## src/rtl/sram_arb_pkg.sv

```systemverilog
// sram_arb_pkg: shared types and defaults for the SRAM-like request arbiter.
//   owner_e     : which requester owns an accepted transaction (0 = inst, 1 = data)
//   arb_state_e : arbiter FSM state, also exported on the top's debug port
//   DEF_DEPTH / DEF_STARVE_LIM : default parameter values
package sram_arb_pkg;

  localparam int DEF_DEPTH      = 4;
  localparam int DEF_STARVE_LIM = 4;

  typedef enum logic {
    OWN_INST = 1'b0,
    OWN_DATA = 1'b1
  } owner_e;

  typedef enum logic [1:0] {
    IDLE  = 2'd0,
    GNT_I = 2'd1,
    GNT_D = 2'd2
  } arb_state_e;

endpackage

```

## src/rtl/sram_req_arbiter_owner_fifo.sv

```systemverilog
// owner_fifo: in-order record of which requester owns each accepted,
// not-yet-answered transaction. One bit wide, DEPTH entries.
//   clk, rst : clock, synchronous active-high reset
//   push, din: write din at the tail
//   pop      : drop the head entry
//   head     : owner at the head (valid when !empty)
//   count    : number of stored entries, 0..DEPTH
//   full, empty
module owner_fifo
  import sram_arb_pkg::*;
#(
  parameter int  DEPTH = DEF_DEPTH,
  localparam int PW    = $clog2(DEPTH),
  localparam int CW    = $clog2(DEPTH + 1)
) (
  input  logic          clk,
  input  logic          rst,
  input  logic          push,
  input  owner_e        din,
  input  logic          pop,
  output owner_e        head,
  output logic [CW-1:0] count,
  output logic          full,
  output logic          empty
);

  owner_e        mem [DEPTH];
  logic [PW-1:0] wr_ptr;
  logic [PW-1:0] rd_ptr;
  logic          do_push;
  logic          do_pop;

  assign full    = (count == CW'(DEPTH));
  assign empty   = (count == '0);
  assign do_push = push && !full;
  assign do_pop  = pop && !empty;
  assign head    = mem[rd_ptr];

  // DEPTH is a power of two, so the pointers wrap on plain overflow.
  always_ff @(posedge clk) begin
    if (rst) begin
      wr_ptr <= '0;
      rd_ptr <= '0;
      count  <= '0;
      for (int i = 0; i < DEPTH; i++) mem[i] <= OWN_INST;
    end else begin
      if (do_push) begin
        mem[wr_ptr] <= din;
        wr_ptr      <= wr_ptr + PW'(1);
      end
      if (do_pop) rd_ptr <= rd_ptr + PW'(1);
      unique case ({do_push, do_pop})
        2'b10:   count <= count + CW'(1);
        2'b01:   count <= count - CW'(1);
        default: count <= count;
      endcase
    end
  end

endmodule

```

## src/rtl/sram_req_arbiter.sv

```systemverilog
// sram_req_arbiter: shares one SRAM-like master port between the inst and
// data SRAM-like requesters. Data wins arbitration unless inst has watched
// STARVE_LIM consecutive data acceptances while waiting. Every accepted
// request's owner goes into an in-order FIFO so responses are steered back.
//
// Handshake: a requester's req is its valid and *_addr_ok its ready; a
// request transfers in the cycle both are high, and all request fields stay
// stable from req rising until that cycle. *_data_ok is a one-cycle response
// pulse with no backpressure; responses return in acceptance order.
//
// Ports:
//   aclk, aresetn            : clock, synchronous reset (active-high despite the name)
//   inst_sram_* / data_sram_*: requester sides (req, wr, size, wstrb, addr, wdata in;
//                              addr_ok, data_ok, rdata out)
//   m_*                      : master side towards the bridge
//   resp_err                 : sticky, response arrived with nothing outstanding
//   state, cnt               : debug view of FSM state and outstanding count
module sram_req_arbiter
  import sram_arb_pkg::*;
#(
  parameter int  DEPTH      = DEF_DEPTH,
  parameter int  STARVE_LIM = DEF_STARVE_LIM,
  localparam int CW         = $clog2(DEPTH + 1),
  localparam int SW         = $clog2(STARVE_LIM + 1)
) (
  input  logic          aclk,
  input  logic          aresetn,
  // instruction requester
  input  logic          inst_sram_req,
  input  logic          inst_sram_wr,
  input  logic [2:0]    inst_sram_size,
  input  logic [3:0]    inst_sram_wstrb,
  input  logic [31:0]   inst_sram_addr,
  input  logic [31:0]   inst_sram_wdata,
  output logic          inst_sram_addr_ok,
  output logic          inst_sram_data_ok,
  output logic [31:0]   inst_sram_rdata,
  // data requester
  input  logic          data_sram_req,
  input  logic          data_sram_wr,
  input  logic [2:0]    data_sram_size,
  input  logic [3:0]    data_sram_wstrb,
  input  logic [31:0]   data_sram_addr,
  input  logic [31:0]   data_sram_wdata,
  output logic          data_sram_addr_ok,
  output logic          data_sram_data_ok,
  output logic [31:0]   data_sram_rdata,
  // master port
  output logic          m_req,
  output logic          m_wr,
  output logic [2:0]    m_size,
  output logic [3:0]    m_wstrb,
  output logic [31:0]   m_addr,
  output logic [31:0]   m_wdata,
  input  logic          m_addr_ok,
  input  logic          m_data_ok,
  input  logic [31:0]   m_rdata,
  // status / debug
  output logic          resp_err,
  output arb_state_e    state,
  output logic [CW-1:0] cnt
);

  logic [SW-1:0] starve;
  logic          starve_hit;
  logic          fifo_full;
  logic          fifo_empty;
  owner_e        head;
  owner_e        push_owner;
  logic          push;
  logic          pop;

  assign starve_hit = (starve == SW'(STARVE_LIM));

  // Acceptance happens only while a grant is held.
  assign push       = m_addr_ok && (state != IDLE);
  assign push_owner = (state == GNT_D) ? OWN_DATA : OWN_INST;
  assign pop        = m_data_ok && !fifo_empty;

  assign inst_sram_addr_ok = m_addr_ok && (state == GNT_I);
  assign data_sram_addr_ok = m_addr_ok && (state == GNT_D);

  assign inst_sram_data_ok = pop && (head == OWN_INST);
  assign data_sram_data_ok = pop && (head == OWN_DATA);
  assign inst_sram_rdata   = inst_sram_data_ok ? m_rdata : 32'h0;
  assign data_sram_rdata   = data_sram_data_ok ? m_rdata : 32'h0;

  // Master fields follow the granted requester; zero while idle.
  always_comb begin
    m_wr    = 1'b0;
    m_size  = 3'd0;
    m_wstrb = 4'd0;
    m_addr  = 32'h0;
    m_wdata = 32'h0;
    unique case (state)
      GNT_I: begin
        m_wr    = inst_sram_wr;
        m_size  = inst_sram_size;
        m_wstrb = inst_sram_wstrb;
        m_addr  = inst_sram_addr;
        m_wdata = inst_sram_wdata;
      end
      GNT_D: begin
        m_wr    = data_sram_wr;
        m_size  = data_sram_size;
        m_wstrb = data_sram_wstrb;
        m_addr  = data_sram_addr;
        m_wdata = data_sram_wdata;
      end
      default: ;
    endcase
  end

  // Arbiter FSM. m_req is registered alongside the state so it rises the
  // cycle after a request is seen in IDLE. The full check uses the count
  // before any pop this cycle, so a draining slot is only reused next cycle.
  always_ff @(posedge aclk) begin
    if (aresetn) begin
      state  <= IDLE;
      m_req  <= 1'b0;
      starve <= '0;
    end else begin
      unique case (state)
        IDLE: begin
          if (!fifo_full) begin
            if (data_sram_req && !(inst_sram_req && starve_hit)) begin
              state <= GNT_D;
              m_req <= 1'b1;
            end else if (inst_sram_req) begin
              state <= GNT_I;
              m_req <= 1'b1;
            end
          end
        end
        GNT_I: begin
          if (m_addr_ok) begin
            state  <= IDLE;
            m_req  <= 1'b0;
            starve <= '0;
          end
        end
        GNT_D: begin
          if (m_addr_ok) begin
            state <= IDLE;
            m_req <= 1'b0;
            // Count only data wins that made a waiting inst request wait.
            if (inst_sram_req && !starve_hit) starve <= starve + SW'(1);
          end
        end
        default: begin
          state <= IDLE;
          m_req <= 1'b0;
        end
      endcase
    end
  end

  always_ff @(posedge aclk) begin
    if (aresetn) resp_err <= 1'b0;
    else if (m_data_ok && fifo_empty) resp_err <= 1'b1;
  end

  owner_fifo #(.DEPTH(DEPTH)) u_owner_fifo (
    .clk   (aclk),
    .rst   (aresetn),
    .push  (push),
    .din   (push_owner),
    .pop   (pop),
    .head  (head),
    .count (cnt),
    .full  (fifo_full),
    .empty (fifo_empty)
  );

endmodule

```

## config.mk

```make
export PLATFORM = sky130hd
export DESIGN_NAME = sram_req_arbiter
export DESIGN_NICKNAME = d
export VERILOG_FILES = /design/src/rtl/sram_arb_pkg.sv /design/src/rtl/sram_req_arbiter_owner_fifo.sv /design/src/rtl/sram_req_arbiter.sv
export SDC_FILE = /design/constraint.sdc
export NUM_CORES = 1
export LEC_CHECK = 0
export BUFFER_PORTS_ARGS = -buffer_cell sky130_fd_sc_hd__buf_2
export CAP_MARGIN = 10
export CORE_AREA = 4 4 127 129
export CTS_CLUSTER_DIAMETER = 100
export DETAILED_ROUTE_END_ITERATION = 12
export DIE_AREA = 0 0 131 133
export GPL_TIMING_DRIVEN = 0
export PLACE_DENSITY_LB_ADDON = 0.2
export SKIP_CTS_REPAIR_TIMING = 1
export SYNTH_ARGS = -nofsm -noshare
export SYNTH_HDL_FRONTEND = slang
export SYNTH_SLANG_ARGS = --single-unit
```

## constraint.sdc

```tcl
create_clock -name aclk -period 2.1 [get_ports aclk]
set_clock_uncertainty 0.15 [all_clocks]
set_input_delay 0.315 -clock aclk [delete_from_list [all_inputs] [get_ports aclk]]
set_output_delay 0.315 -clock aclk [all_outputs]
set_load 0.02 [all_outputs]
```

==> run summary <==
status -> finished, violations left
failing checks -> setup timing
initial antenna violation count -> 2
worst setup margin -> -0.1671 ns
clk_lat worst skew -> 0.25 ns
share of cells above drive strength 1 -> 65.21%
Via density -> 4.572
Synth Cell Area -> 2618 sq um
final critical-path required period -> 2.267 ns
number of DRC markers in iteration 0 -> 119
Synth Register Bits -> 20
vias in the first global route -> 3899
placer congestion estimate -> 0.8941
dpl ws -> -0.3111 ns
CTS clk-pin slew, worst paths -> 0.06 ns
clk sinks -> 20
worst vdd ir -> 0.4051 mV
Distinct cells, synth -> 41
CP required -> 1.63 ns
drc violations -> 0
# rows -> 45
dpl hpwl -> 12170 microns
worst min path class -> input port to flop
cell repeated most along the worst path -> buf_6
cell count after synthesis -> 385
RSZ-0062 raised after global routing -> true
grt total ovfl -> 0
global-route wire length before repair -> 19910 microns
r2r worst-path depth -> 8
Core Util, Final -> 37.66%
clock buffer depth -> 2
Worst R2R Setup Slack -> -0.06 ns
Core Region -> 15030 sq um
sequential area share after synthesis -> 16.83%
I/O Pins -> 329
relative max-transition margin -> 66.92%
GRT Overall Usage -> 14.34%
post-synth net total -> 574
fin nets -> 920
H-tree levels -> 1
Routed Antenna Nets -> 0
Cell Count, Final, Fillers Out -> 919
Min-Delay Startpoint -> m_data_ok
Critical-path top delay cell -> mux4_2
Worst Hold Endpoint -> resp_err$_SDFFE_PP0P_
critical path buffer and inverter count -> 3
ordered list of cells on the worst path -> mux4_2 -> buf_6 -> buf_6 -> nor2_1 -> buf_4
reg2reg start -> u_owner_fifo.count[0]$_SDFFE_PP0P_
CP max stage delay -> 0.55 ns
die span in x -> 131 microns
fmax -> 441.1 MHz
IO buf count -> 328
Worst Path Max Fanout -> 10
Setup-failing EPs final -> 67
routed wire length -> 15190 microns
CTS tree -> yes
Worst path top cell family by delay -> multiplexers
Critical Path AT -> 1.80 ns
die area -> 17420 sq um
reg2reg end -> u_owner_fifo.count[2]$_SDFFE_PP0P_
Worst-Margin Slew -> 0.4962 ns
crit path kind -> flop to primary output
ys flop type -> dfxtp_1
wire per inst -> 16.52 microns
Ys Warns -> 0
crit start category -> flop
hold violation count in the final report -> 0
LEAKAGE -> 2.748 nW
CTS Buf Count -> 3
Hold Crit Depth -> 3
area added between synthesis and finish -> 116.3%
Chip Height -> 133 microns
Post-synth EDFFs -> 4
CTS Root Buffer Type -> clkbuf_16
Via Count -> 4202
async set or reset register ratio after synthesis -> 0%
Avg Inst Size Synth -> 6.799 sq um
maxcap violations -> 0
starting density of the core -> 17.41%
Placed Cells incl. Taps -> 901
Worst setup EP type -> primary output
Final Max Tran Viols -> 0
largest net degree at the start of global routing -> 13
period utilization -> 108.0%
PwrDens -> 679.3 nW/um^2
drt first pass iters -> 6
==> cells by family after synthesis <==
family / share of synthesized area [%]
AO/OA/AOI/OAI: 25.48
adder cells (fa/ha/maj): 3.633
buffers and inverters: 8.365
AND/OR/NAND/NOR: 42.45
multiplexers: 1.243
flip-flops: 16.83
XOR/XNOR: 2.008
==> power by group <==
group	leakage (nW)	switching, mW	internal [mW]	total (mW)
registers	0.176	0.0612	0.460	0.521
logic	2.52	1.50	1.31	2.81
clock network	0.0511	0.139	0.378	0.517
total	2.75	1.70	2.15	3.85
==> worst max-delay path by stage <==
| stage | from | endpoint | slack [ns] | cells past startpoint |
|---|---|---|---|---|
| final | u_owner_fifo.mem[3]$_DFFE_PP_ | inst_sram_rdata[27] | -0.17 | 5 |
| after global routing | u_owner_fifo.mem[3]$_DFFE_PP_ | inst_sram_rdata[27] | -0.24 | 5 |
| after CTS | state[1]$_SDFFE_PP0P_ | m_addr[19] | -0.59 | 7 |
| after detailed placement | state[1]$_SDFFE_PP0P_ | m_addr[19] | -0.31 | 7 |
| after global placement | state[1]$_SDFFE_PP0P_ | m_addr[17] | -0.37 | 7 |
| after floorplan | u_owner_fifo.count[1]$_SDFFE_PP0P_ | u_owner_fifo.count[2]$_SDFFE_PP0P_ | 0.01 | 8 |
==> final cells by class <==
class	instances	area, sq um
clock inverter	1	30.03
tap	188	235.2
multi-input combinational	312	2342
buffer	39	389.1
inverter	12	45.04
sequential	20	459.2
fill	1575	9371
clock buffer	3	75.07
antenna	1	2.502
timing repair buffer	343	2083
==> metrics by stage <==
step / TNS [ns] / cell area (sq um) / power (mW) / hold slack (ns)
3_5_place_dp: -16.18 / 4552 / 2.660 / 0.3042
3_3_place_gp: -17.52 / 4552 / 2.688 / 0.2976
4_1_cts: -48.52 / 4657 / 3.188 / 0.1661
5_1_grt: -10.38 / 5662 / 4.104 / 0.1813
2_1_floorplan: 0 / 2675 / 1.922 / 0.3057
6_report: -6.610 / 5662 / 3.846 / 0.1641
==> registers in the layout (all words and copies together), names as in the netlist, named ones only <==
| name | count |
|---|---|
| starve | 3 |
| resp_err | 1 |
| state | 2 |
| u_owner_fifo.wr_ptr | 2 |
| m_req | 1 |
| u_owner_fifo.rd_ptr | 2 |
| u_owner_fifo.mem | 4 |
| u_owner_fifo.count | 3 |
==> synth_stat cells (4+ instances only) <==
cell type,n,area (sq um)
a21oi_1,7,35.03
buf_2,10,50.05
edfxtp_1,4,120.1
a22oi_1,72,540.5
nand2_1,36,135.1
ha_1,6,75.07
inv_1,11,41.29
xor2_1,4,35.03
dfxtp_1,16,320.3
and3_1,32,200.2
clkbuf_1,21,78.83
buf_1,9,33.78
nor2_1,44,165.2
o21ai_0,4,20.02
nor2b_1,74,462.9
==> layer usage <==
layer	up-vias	global-route usage (%)	share of wire, %
met4	2	3.943	2.7
met1	1892	13.35	33
met2	245	29.03	54
met5	-	0	0.046
met3	22	4.279	11
li1	2041	-	-
==> cell usage in the layout (no fill, tap or decap), types with 4 or more instances in the layout <==
cell	count
clkbuf_16	5
buf_6	46
nand2_1	36
and3_1	22
nor2_1	23
a22oi_1	44
a22oi_2	28
buf_2	263
edfxtp_1	4
nor2_2	11
dfxtp_4	5
nor2_4	10
buf_4	55
o21ai_0	4
a21oi_1	7
nor2b_2	10
dfxtp_1	11
inv_1	7
inv_2	5
nor2b_1	64
buf_8	9
and3_4	10
ha_4	4
==> worst min-delay path: stages <==
cell and delay, ns:
buf_2 0.09, a21oi_1 0.06, nor2_1 0.07
(Power assumes the default switching activity.)
